==> config.mk <==
export PLATFORM = sky130hd
export DESIGN_NAME = clcd_text_sequencer
export DESIGN_NICKNAME = d
export VERILOG_FILES = /design/src/rtl/clcd_text_sequencer.sv
export SDC_FILE = /design/constraint.sdc
export NUM_CORES = 1
export LEC_CHECK = 0
export CAP_MARGIN = 20
export CORE_MARGIN = 5
export CORE_UTILIZATION = 35
export CTS_BUF_LIST = sky130_fd_sc_hd__clkbuf_4 sky130_fd_sc_hd__clkbuf_8
export CTS_CLUSTER_SIZE = 24
export DETAILED_ROUTE_END_ITERATION = 10
export SYNTH_ARGS = -nofsm -noshare
export SYNTH_HDL_FRONTEND = slang
export SYNTH_SLANG_ARGS = --single-unit
export TNS_END_PERCENT = 100
==> constraint.sdc <==
create_clock -name clk -period 7.7 [get_ports clk]
set_input_delay 0.77 -clock clk [delete_from_list [all_inputs] [get_ports clk]]
set_output_delay 0.77 -clock clk [all_outputs]
set_load 0.02 [all_outputs]
==> src/rtl/clcd_text_sequencer.sv <==
// clcd_text_sequencer: drives a character-LCD signal generator one byte at a time.
// After an init command list it refreshes a ROWSxCOLS text frame, either back-to-back
// or once per update request, from a snapshot of the text taken at frame start.
module clcd_text_sequencer #(
  parameter int unsigned ROWS      = 2,
  parameter int unsigned COLS      = 16,
  parameter logic [31:0] ROW_ADDR  = 32'h54_14_40_00,
  parameter logic [31:0] INIT_CMDS = 32'h38_0C_01_06
) (
  input  logic                   clk,
  input  logic                   reset_n,
  input  logic [8*ROWS*COLS-1:0] text,
  input  logic                   empty_reg,
  input  logic                   auto_refresh,
  input  logic                   update,
  input  logic                   busy_CLCD,
  output logic [7:0]             data_CLCD,
  output logic                   RS_CLCD,
  output logic                   RW_CLCD,
  output logic                   valid_CLCD,
  output logic                   frame_done,
  output logic                   init_done
);

  localparam int unsigned NumChars = ROWS * COLS;
  localparam int unsigned RowW     = (ROWS > 1) ? $clog2(ROWS) : 1;
  localparam int unsigned ColW     = (COLS > 1) ? $clog2(COLS) : 1;
  localparam logic [RowW-1:0] RowLast = RowW'(ROWS - 1);
  localparam logic [ColW-1:0] ColLast = ColW'(COLS - 1);

  typedef enum logic [2:0] {
    StWaitReady,
    StInit,
    StIdle,
    StSetAddr,
    StWrite,
    StNextRow
  } state_e;

  state_e                 state_q, state_d;
  logic                   busy_q;        // busy_CLCD delayed one cycle
  logic                   valid_q, valid_d;
  logic                   acc_q, acc_d;  // byte accepted, waiting for completion
  logic [7:0]             data_q, data_d;
  logic                   rs_q, rs_d;
  logic                   frame_done_q, frame_done_d;
  logic                   init_done_q, init_done_d;
  logic                   pending_q, pending_d;
  logic [RowW-1:0]        row_q, row_d;
  logic [ColW-1:0]        col_q, col_d;
  logic [1:0]             init_idx_q, init_idx_d;
  logic [8*NumChars-1:0]  snap_q, snap_d;

  logic                   pedge, nedge, byte_done, byte_idle;
  logic                   send;
  logic                   send_rs;
  logic [7:0]             send_byte;
  logic [7:0]             init_byte;
  logic [7:0]             row_addr;
  logic [7:0]             snap_byte;
  int unsigned            char_idx;

  assign pedge     = busy_CLCD & ~busy_q;
  assign nedge     = ~busy_CLCD & busy_q;
  // A falling edge only counts when a byte was actually accepted.
  assign byte_done = nedge & acc_q;
  // No byte in flight: free to present the next one.
  assign byte_idle = ~valid_q & ~acc_q;

  // Byte sources: init command, row address command and snapshot character.
  always_comb begin
    init_byte = 8'h00;
    unique case (init_idx_q)
      2'd0: init_byte = INIT_CMDS[31:24];
      2'd1: init_byte = INIT_CMDS[23:16];
      2'd2: init_byte = INIT_CMDS[15:8];
      2'd3: init_byte = INIT_CMDS[7:0];
      default: init_byte = 8'h00;
    endcase

    row_addr = 8'h00;
    for (int r = 0; r < 4; r++) begin
      if (32'(row_q) == r) row_addr = ROW_ADDR[8*r +: 8];
    end

    // Row 0 column 0 sits in the top byte, row-major descending.
    char_idx  = NumChars - 1 - (32'(row_q) * COLS + 32'(col_q));
    snap_byte = snap_q[8*char_idx +: 8];
  end

  // Next-state logic for the sequencer and the byte handshake.
  always_comb begin
    state_d      = state_q;
    valid_d      = valid_q;
    acc_d        = acc_q;
    data_d       = data_q;
    rs_d         = rs_q;
    frame_done_d = 1'b0;
    init_done_d  = init_done_q;
    pending_d    = pending_q;
    row_d        = row_q;
    col_d        = col_q;
    init_idx_d   = init_idx_q;
    snap_d       = snap_q;
    send         = 1'b0;
    send_rs      = 1'b0;
    send_byte    = 8'h00;

    if (valid_q && pedge) begin
      valid_d = 1'b0;
      acc_d   = 1'b1;
    end
    if (byte_done) acc_d = 1'b0;

    if (update) pending_d = 1'b1;

    unique case (state_q)
      StWaitReady: begin
        if (empty_reg) begin
          init_idx_d = 2'd0;
          state_d    = StInit;
        end
      end
      StInit: begin
        send      = 1'b1;
        send_byte = init_byte;
        if (byte_done) begin
          if (init_idx_q == 2'd3) begin
            init_done_d = 1'b1;
            state_d     = StIdle;
          end else begin
            init_idx_d = init_idx_q + 2'd1;
          end
        end
      end
      StIdle: begin
        // A coincident update is served by this frame, so pending ends up clear.
        if (auto_refresh || pending_q || update) begin
          snap_d    = text;
          pending_d = 1'b0;
          row_d     = '0;
          col_d     = '0;
          state_d   = StSetAddr;
        end
      end
      StSetAddr: begin
        send      = 1'b1;
        send_byte = 8'h80 | row_addr;
        if (byte_done) begin
          col_d   = '0;
          state_d = StWrite;
        end
      end
      StWrite: begin
        send      = 1'b1;
        send_rs   = 1'b1;
        send_byte = snap_byte;
        if (byte_done) begin
          if (col_q == ColLast) state_d = StNextRow;
          else                  col_d   = col_q + ColW'(1);
        end
      end
      StNextRow: begin
        if (row_q == RowLast) begin
          frame_done_d = 1'b1;
          state_d      = StIdle;
        end else begin
          row_d   = row_q + RowW'(1);
          state_d = StSetAddr;
        end
      end
      default: state_d = StWaitReady;
    endcase

    // Present a new byte only once the previous one has fully completed.
    if (send && byte_idle) begin
      valid_d = 1'b1;
      data_d  = send_byte;
      rs_d    = send_rs;
    end
  end

  // State and registered outputs, synchronous active-low reset.
  always_ff @(posedge clk) begin
    if (!reset_n) begin
      state_q      <= StWaitReady;
      busy_q       <= 1'b0;
      valid_q      <= 1'b0;
      acc_q        <= 1'b0;
      data_q       <= 8'h00;
      rs_q         <= 1'b0;
      frame_done_q <= 1'b0;
      init_done_q  <= 1'b0;
      pending_q    <= 1'b0;
      row_q        <= '0;
      col_q        <= '0;
      init_idx_q   <= 2'd0;
      snap_q       <= '0;
    end else begin
      state_q      <= state_d;
      busy_q       <= busy_CLCD;
      valid_q      <= valid_d;
      acc_q        <= acc_d;
      data_q       <= data_d;
      rs_q         <= rs_d;
      frame_done_q <= frame_done_d;
      init_done_q  <= init_done_d;
      pending_q    <= pending_d;
      row_q        <= row_d;
      col_q        <= col_d;
      init_idx_q   <= init_idx_d;
      snap_q       <= snap_d;
    end
  end

  assign data_CLCD  = data_q;
  assign RS_CLCD    = rs_q;
  assign RW_CLCD    = 1'b0;
  assign valid_CLCD = valid_q;
  assign frame_done = frame_done_q;
  assign init_done  = init_done_q;

endmodule

==> implementation parameters <==
Parameter                              Value

Critical path
  Worst Setup Start Kind ... flip-flop
  Critical path data arrival time ... 4.39 ns
  Largest driver fanout on the critical path ... 40
  Critical-path cell with the highest stage delay ... sky130_fd_sc_hd__buf_4
  Worst-path cell chain ... buf_4, inv_1, ha_4, buf_4, mux4_2, a211oi_1, a211oi_1, o21ai_0, a31oi_1
  Top delay family on crit path ... buffers and inverters
  Worst EP required ... 8.12 ns
  Type of destination of the critical path ... flip-flop
  Critical path buffers and inverters ... 3
  Biggest cell delay along the critical path ... 0.68 ns
  Kind of critical path ... flip-flop to flip-flop

Floorplan
  Total core area ... 0.0367 mm²
  Count of boundary I/O pins ... 275
  Rows ... 70
  Initial cell density of the core ... 35.5%
  Area of the die ... 0.0412 mm²
  Die Y ... 203 µm
  Die Width ... 203 µm

STA
  Measured slew at the worst slew-check pin ... 1.06 ns
  Final Critical Period ... 3.97 ns
  Total Neg Setup Slack ... 0 ns
  Number of endpoints failing setup at the final stage ... 0
  Final clock period utilization by the worst path ... 51.6%
  Worst Clk Skew ... 0.0192 ns
  Total count of max-transition violations in the final report ... 0
  F_max ... 0.252 GHz
  Final Hold Vio Count ... 0
  Setup repair after global routing missed its margin ... no
  Relative slew slack ... 29.3%

Logic synthesis
  Fraction of post-synthesis cell area in the top cell type by area ... 43.1%
  Area contributors post-synth ... sky130_fd_sc_hd__dfxtp_1, sky130_fd_sc_hd__nand2_1, sky130_fd_sc_hd__a21boi_0, sky130_fd_sc_hd__mux4_2, sky130_fd_sc_hd__mux2i_1
  Count of unique library cells instantiated by Yosys ... 50
  Yosys warning count ... 0
  Number of nets in the synthesized netlist ... 1735
  Main combinational cell family by area after synthesis ... compound AO/OA/AOI/OAI gates
  Mux share of post-synthesis cell area ... 13.5%
  Proportion of synthesized chip area in sequential cells ... 43.1%
  Number of enable-type register cells in the synthesized netlist ... 0
  Mean area per synthesized cell ... 8.93 µm²
  XOR/XNOR share of the synthesized area ... 0.134%
  Cell count after synthesis ... 1460
  Share of synthesized registers carrying an async set or reset ... 0%
  Flip-flop and latch count after synthesis ... 281
  Largest area contributor in the netlist ... sky130_fd_sc_hd__dfxtp_1
  Area share of and/or/nand/nor cells after synthesis ... 18.4%
  Fraction of the mapped netlist area in compound gates ... 19.0%
  Adder-Cell Fraction of Synth Area ... 1.25%
  Dominant synthesized flop cell ... sky130_fd_sc_hd__dfxtp_1
  Synthesized cell area ... 0.0130 mm²

Min path
  Min-delay worst type ... flip-flop to flip-flop

Drt
  Count of unresolved DRC violations after routing ... 0
  Number of DRC markers in iteration 0 ... 574
  1st-pass router iterations ... 5
  Via count normalized by instance count ... 4.98
  WL/cell ... 18.5 µm
  DRT antenna net count ... 0
  Vias post-DR ... 10950
  Routed Wire Length ... 40.5 mm

CTS
  Clock-pin transition on the worst setup and hold timing paths ... 0.06 ns
  Clock Tree Buf Depth ... 3
  Hold buffer count at cts ... 0
  Clk sinks ... 281
  Source-to-sink clock delay at the later pin of the worst-skew pair ... 0.57 ns
  Setup Fix Bufs, Post-CTS ... 0
  Count of H-tree levels built during CTS ... 2
  CTS tree ... done
  Cts bufs inserted ... 51
  Clock Tree Root ... sky130_fd_sc_hd__clkbuf_8
  Number of instances resized during post-cts repair ... 0

Finish
  Share of cells above drive strength 1 ... 10.7%
  Design Area, Final ... 0.0171 mm²
  Post-layout net count ... 1960
  Finished Core Util ... 46.7%
  Area growth from synthesis to final layout ... 31.3%

Power and ir drop
  Peak VDD IR ... 0.000108 V
  Power density over the cells ... 188 mW/mm²
  Total power after layout ... 3230 µW
  Static leakage power ... 0.00574 µW

Flow run
  Max-Cap Viols ... 0

GRT
  Pin count of the biggest net entering global routing ... 158
  First-pass GRT wire length ... 62.3 mm
  Via count of the first global-routing pass ... 11071
  Overflow left after global routing ... 0
  Initial antenna violation count ... 4
  Total track usage ... 19.0%

Place
  Final estimated routing congestion in global placement ... 0.797
  HPWL after detailed placement ... 28.5 mm
  Area post-placement ... 0.0159 mm²
  Quantity of I/O buffers inserted on ports ... 273

Run status
  Outcome ... complete, no violations
==> Yosys cell counts, types with 2 or more instances <==
master	count
sky130_fd_sc_hd__nor3_1	5
sky130_fd_sc_hd__buf_6	9
sky130_fd_sc_hd__clkbuf_1	61
sky130_fd_sc_hd__a31oi_1	8
sky130_fd_sc_hd__dfxtp_1	281
sky130_fd_sc_hd__o211ai_1	8
sky130_fd_sc_hd__a21oi_1	9
sky130_fd_sc_hd__buf_4	5
sky130_fd_sc_hd__nand3_1	14
sky130_fd_sc_hd__nor2_1	11
sky130_fd_sc_hd__mux4_2	58
sky130_fd_sc_hd__mux2_2	8
sky130_fd_sc_hd__a211oi_1	2
sky130_fd_sc_hd__a21boi_0	256
sky130_fd_sc_hd__nand2b_1	3
sky130_fd_sc_hd__and2_1	3
sky130_fd_sc_hd__mux2i_1	36
sky130_fd_sc_hd__nand4b_1	2
sky130_fd_sc_hd__a21boi_1	6
sky130_fd_sc_hd__nor4_4	2
sky130_fd_sc_hd__xor2_1	2
sky130_fd_sc_hd__inv_1	9
sky130_fd_sc_hd__a221oi_1	2
sky130_fd_sc_hd__ha_1	13
sky130_fd_sc_hd__o21ai_0	24
sky130_fd_sc_hd__buf_2	36
sky130_fd_sc_hd__buf_1	2
sky130_fd_sc_hd__a22oi_1	9
sky130_fd_sc_hd__o21a_1	6
sky130_fd_sc_hd__nand2_1	537
sky130_fd_sc_hd__and3_1	2
sky130_fd_sc_hd__nor2b_1	13
==> metrics by stage <==
stage	hold slack (ns)	setup WS, ns	cells
floorplan	0.432	5.04	1460
global placement	0.442	3.77	2098
detailed placement	0.446	3.73	2098
CTS	0.455	3.70	2191
global route	0.476	3.54	2196
finish	0.451	3.73	2197
==> flip-flops by register name, indices dropped and copies added (netlist names) <==
register / count
init_done: 1
init_idx_q: 2
snap_q: 256
valid_CLCD: 1
row_q: 1
acc_q: 1
frame_done: 1
busy_q: 1
pending_q: 1
state_q: 3
col_q: 4
data_CLCD: 8
RS_CLCD: 1
==> metal layers <==
layer / part of all wire (%) / track usage [%] / routed length, µm
met2: 46 / 30.9 / 18800
met3: 5.3 / 3.59 / 2150
met1: 46 / 25.7 / 18500
met4: 2.8 / 6.36 / 1140
met5: 0.032 / 0 / 13
==> final timing paths <==
check | startpoint | endpoint | slack [ns] | cells after the start
setup / recovery | col_q[1]$_SDFFE_PN0P_ | data_CLCD[2]$_SDFFE_PN0P_ | 3.73 | 9
hold / removal | snap_q[152]$_SDFFE_PN0P_ | snap_q[152]$_SDFFE_PN0P_ | 0.45 | 2
hold reg to reg | snap_q[152]$_SDFFE_PN0P_ | snap_q[152]$_SDFFE_PN0P_ | 0.45 | 2
setup reg to reg | col_q[1]$_SDFFE_PN0P_ | data_CLCD[2]$_SDFFE_PN0P_ | 3.73 | 9
==> tightest hold or removal path, cell delays in order (launching register included) <==
cell	delay (ns)
sky130_fd_sc_hd__dfxtp_1	0.31
sky130_fd_sc_hd__nand2_1	0.05
sky130_fd_sc_hd__a21boi_1	0.05
==> power by group <==
group,switching (µW),internal [µW]
registers,8.00,1460
clock network,632,896
logic,74.7,153
==> kinds of logic (layout without fill, tap and decap cells) <==
kind of cell | count (synthesis) | in the layout
compound gates | 339 | 339
buf+inv | 122 | 387
xor+xnor | 2 | 2
simple gates | 600 | 600
other cells | 1 | 5
fa+ha+maj | 13 | 13
mux | 102 | 102
flops | 281 | 281
==> cell usage in the layout (no fill, tap or decap), types with 3 or more instances in the layout <==
cell type,synthesis,final
sky130_fd_sc_hd__clkbuf_4,0,10
sky130_fd_sc_hd__nor2_1,11,10
sky130_fd_sc_hd__diode_2,0,4
sky130_fd_sc_hd__mux2_2,8,8
sky130_fd_sc_hd__mux2i_1,36,36
sky130_fd_sc_hd__clkdlybuf4s50_1,0,272
sky130_fd_sc_hd__a21boi_0,256,256
sky130_fd_sc_hd__a21oi_1,9,9
sky130_fd_sc_hd__inv_1,9,9
sky130_fd_sc_hd__a22oi_1,9,9
sky130_fd_sc_hd__buf_4,5,10
sky130_fd_sc_hd__dfxtp_1,281,280
sky130_fd_sc_hd__a31oi_1,8,8
sky130_fd_sc_hd__nand2b_1,3,3
sky130_fd_sc_hd__nor2b_1,13,13
sky130_fd_sc_hd__a21boi_1,6,6
sky130_fd_sc_hd__o211ai_1,8,8
sky130_fd_sc_hd__nand3_1,14,14
sky130_fd_sc_hd__nor3_1,5,5
sky130_fd_sc_hd__mux4_2,58,58
sky130_fd_sc_hd__and2_1,3,3
sky130_fd_sc_hd__nand2_1,537,536
sky130_fd_sc_hd__clkinv_2,0,6
sky130_fd_sc_hd__clkbuf_8,0,74
sky130_fd_sc_hd__ha_1,13,12
sky130_fd_sc_hd__o21ai_0,24,24
sky130_fd_sc_hd__o21a_1,6,6
==> area by class of cell <==
| class | instances | area, µm² |
|---|---|---|
| fillers | 3596 | 19600 |
| diodes | 4 | 10.0 |
| clock buffers | 84 | 1090 |
| well taps | 468 | 586 |
| flip-flops and latches | 281 | 5630 |
| multi-input cells | 1057 | 6860 |
| clock inverters | 9 | 53.8 |
| repair buffers | 285 | 2860 |
| inverters | 9 | 33.8 |
No activity file was read; power rests on OpenSTA's default activity.
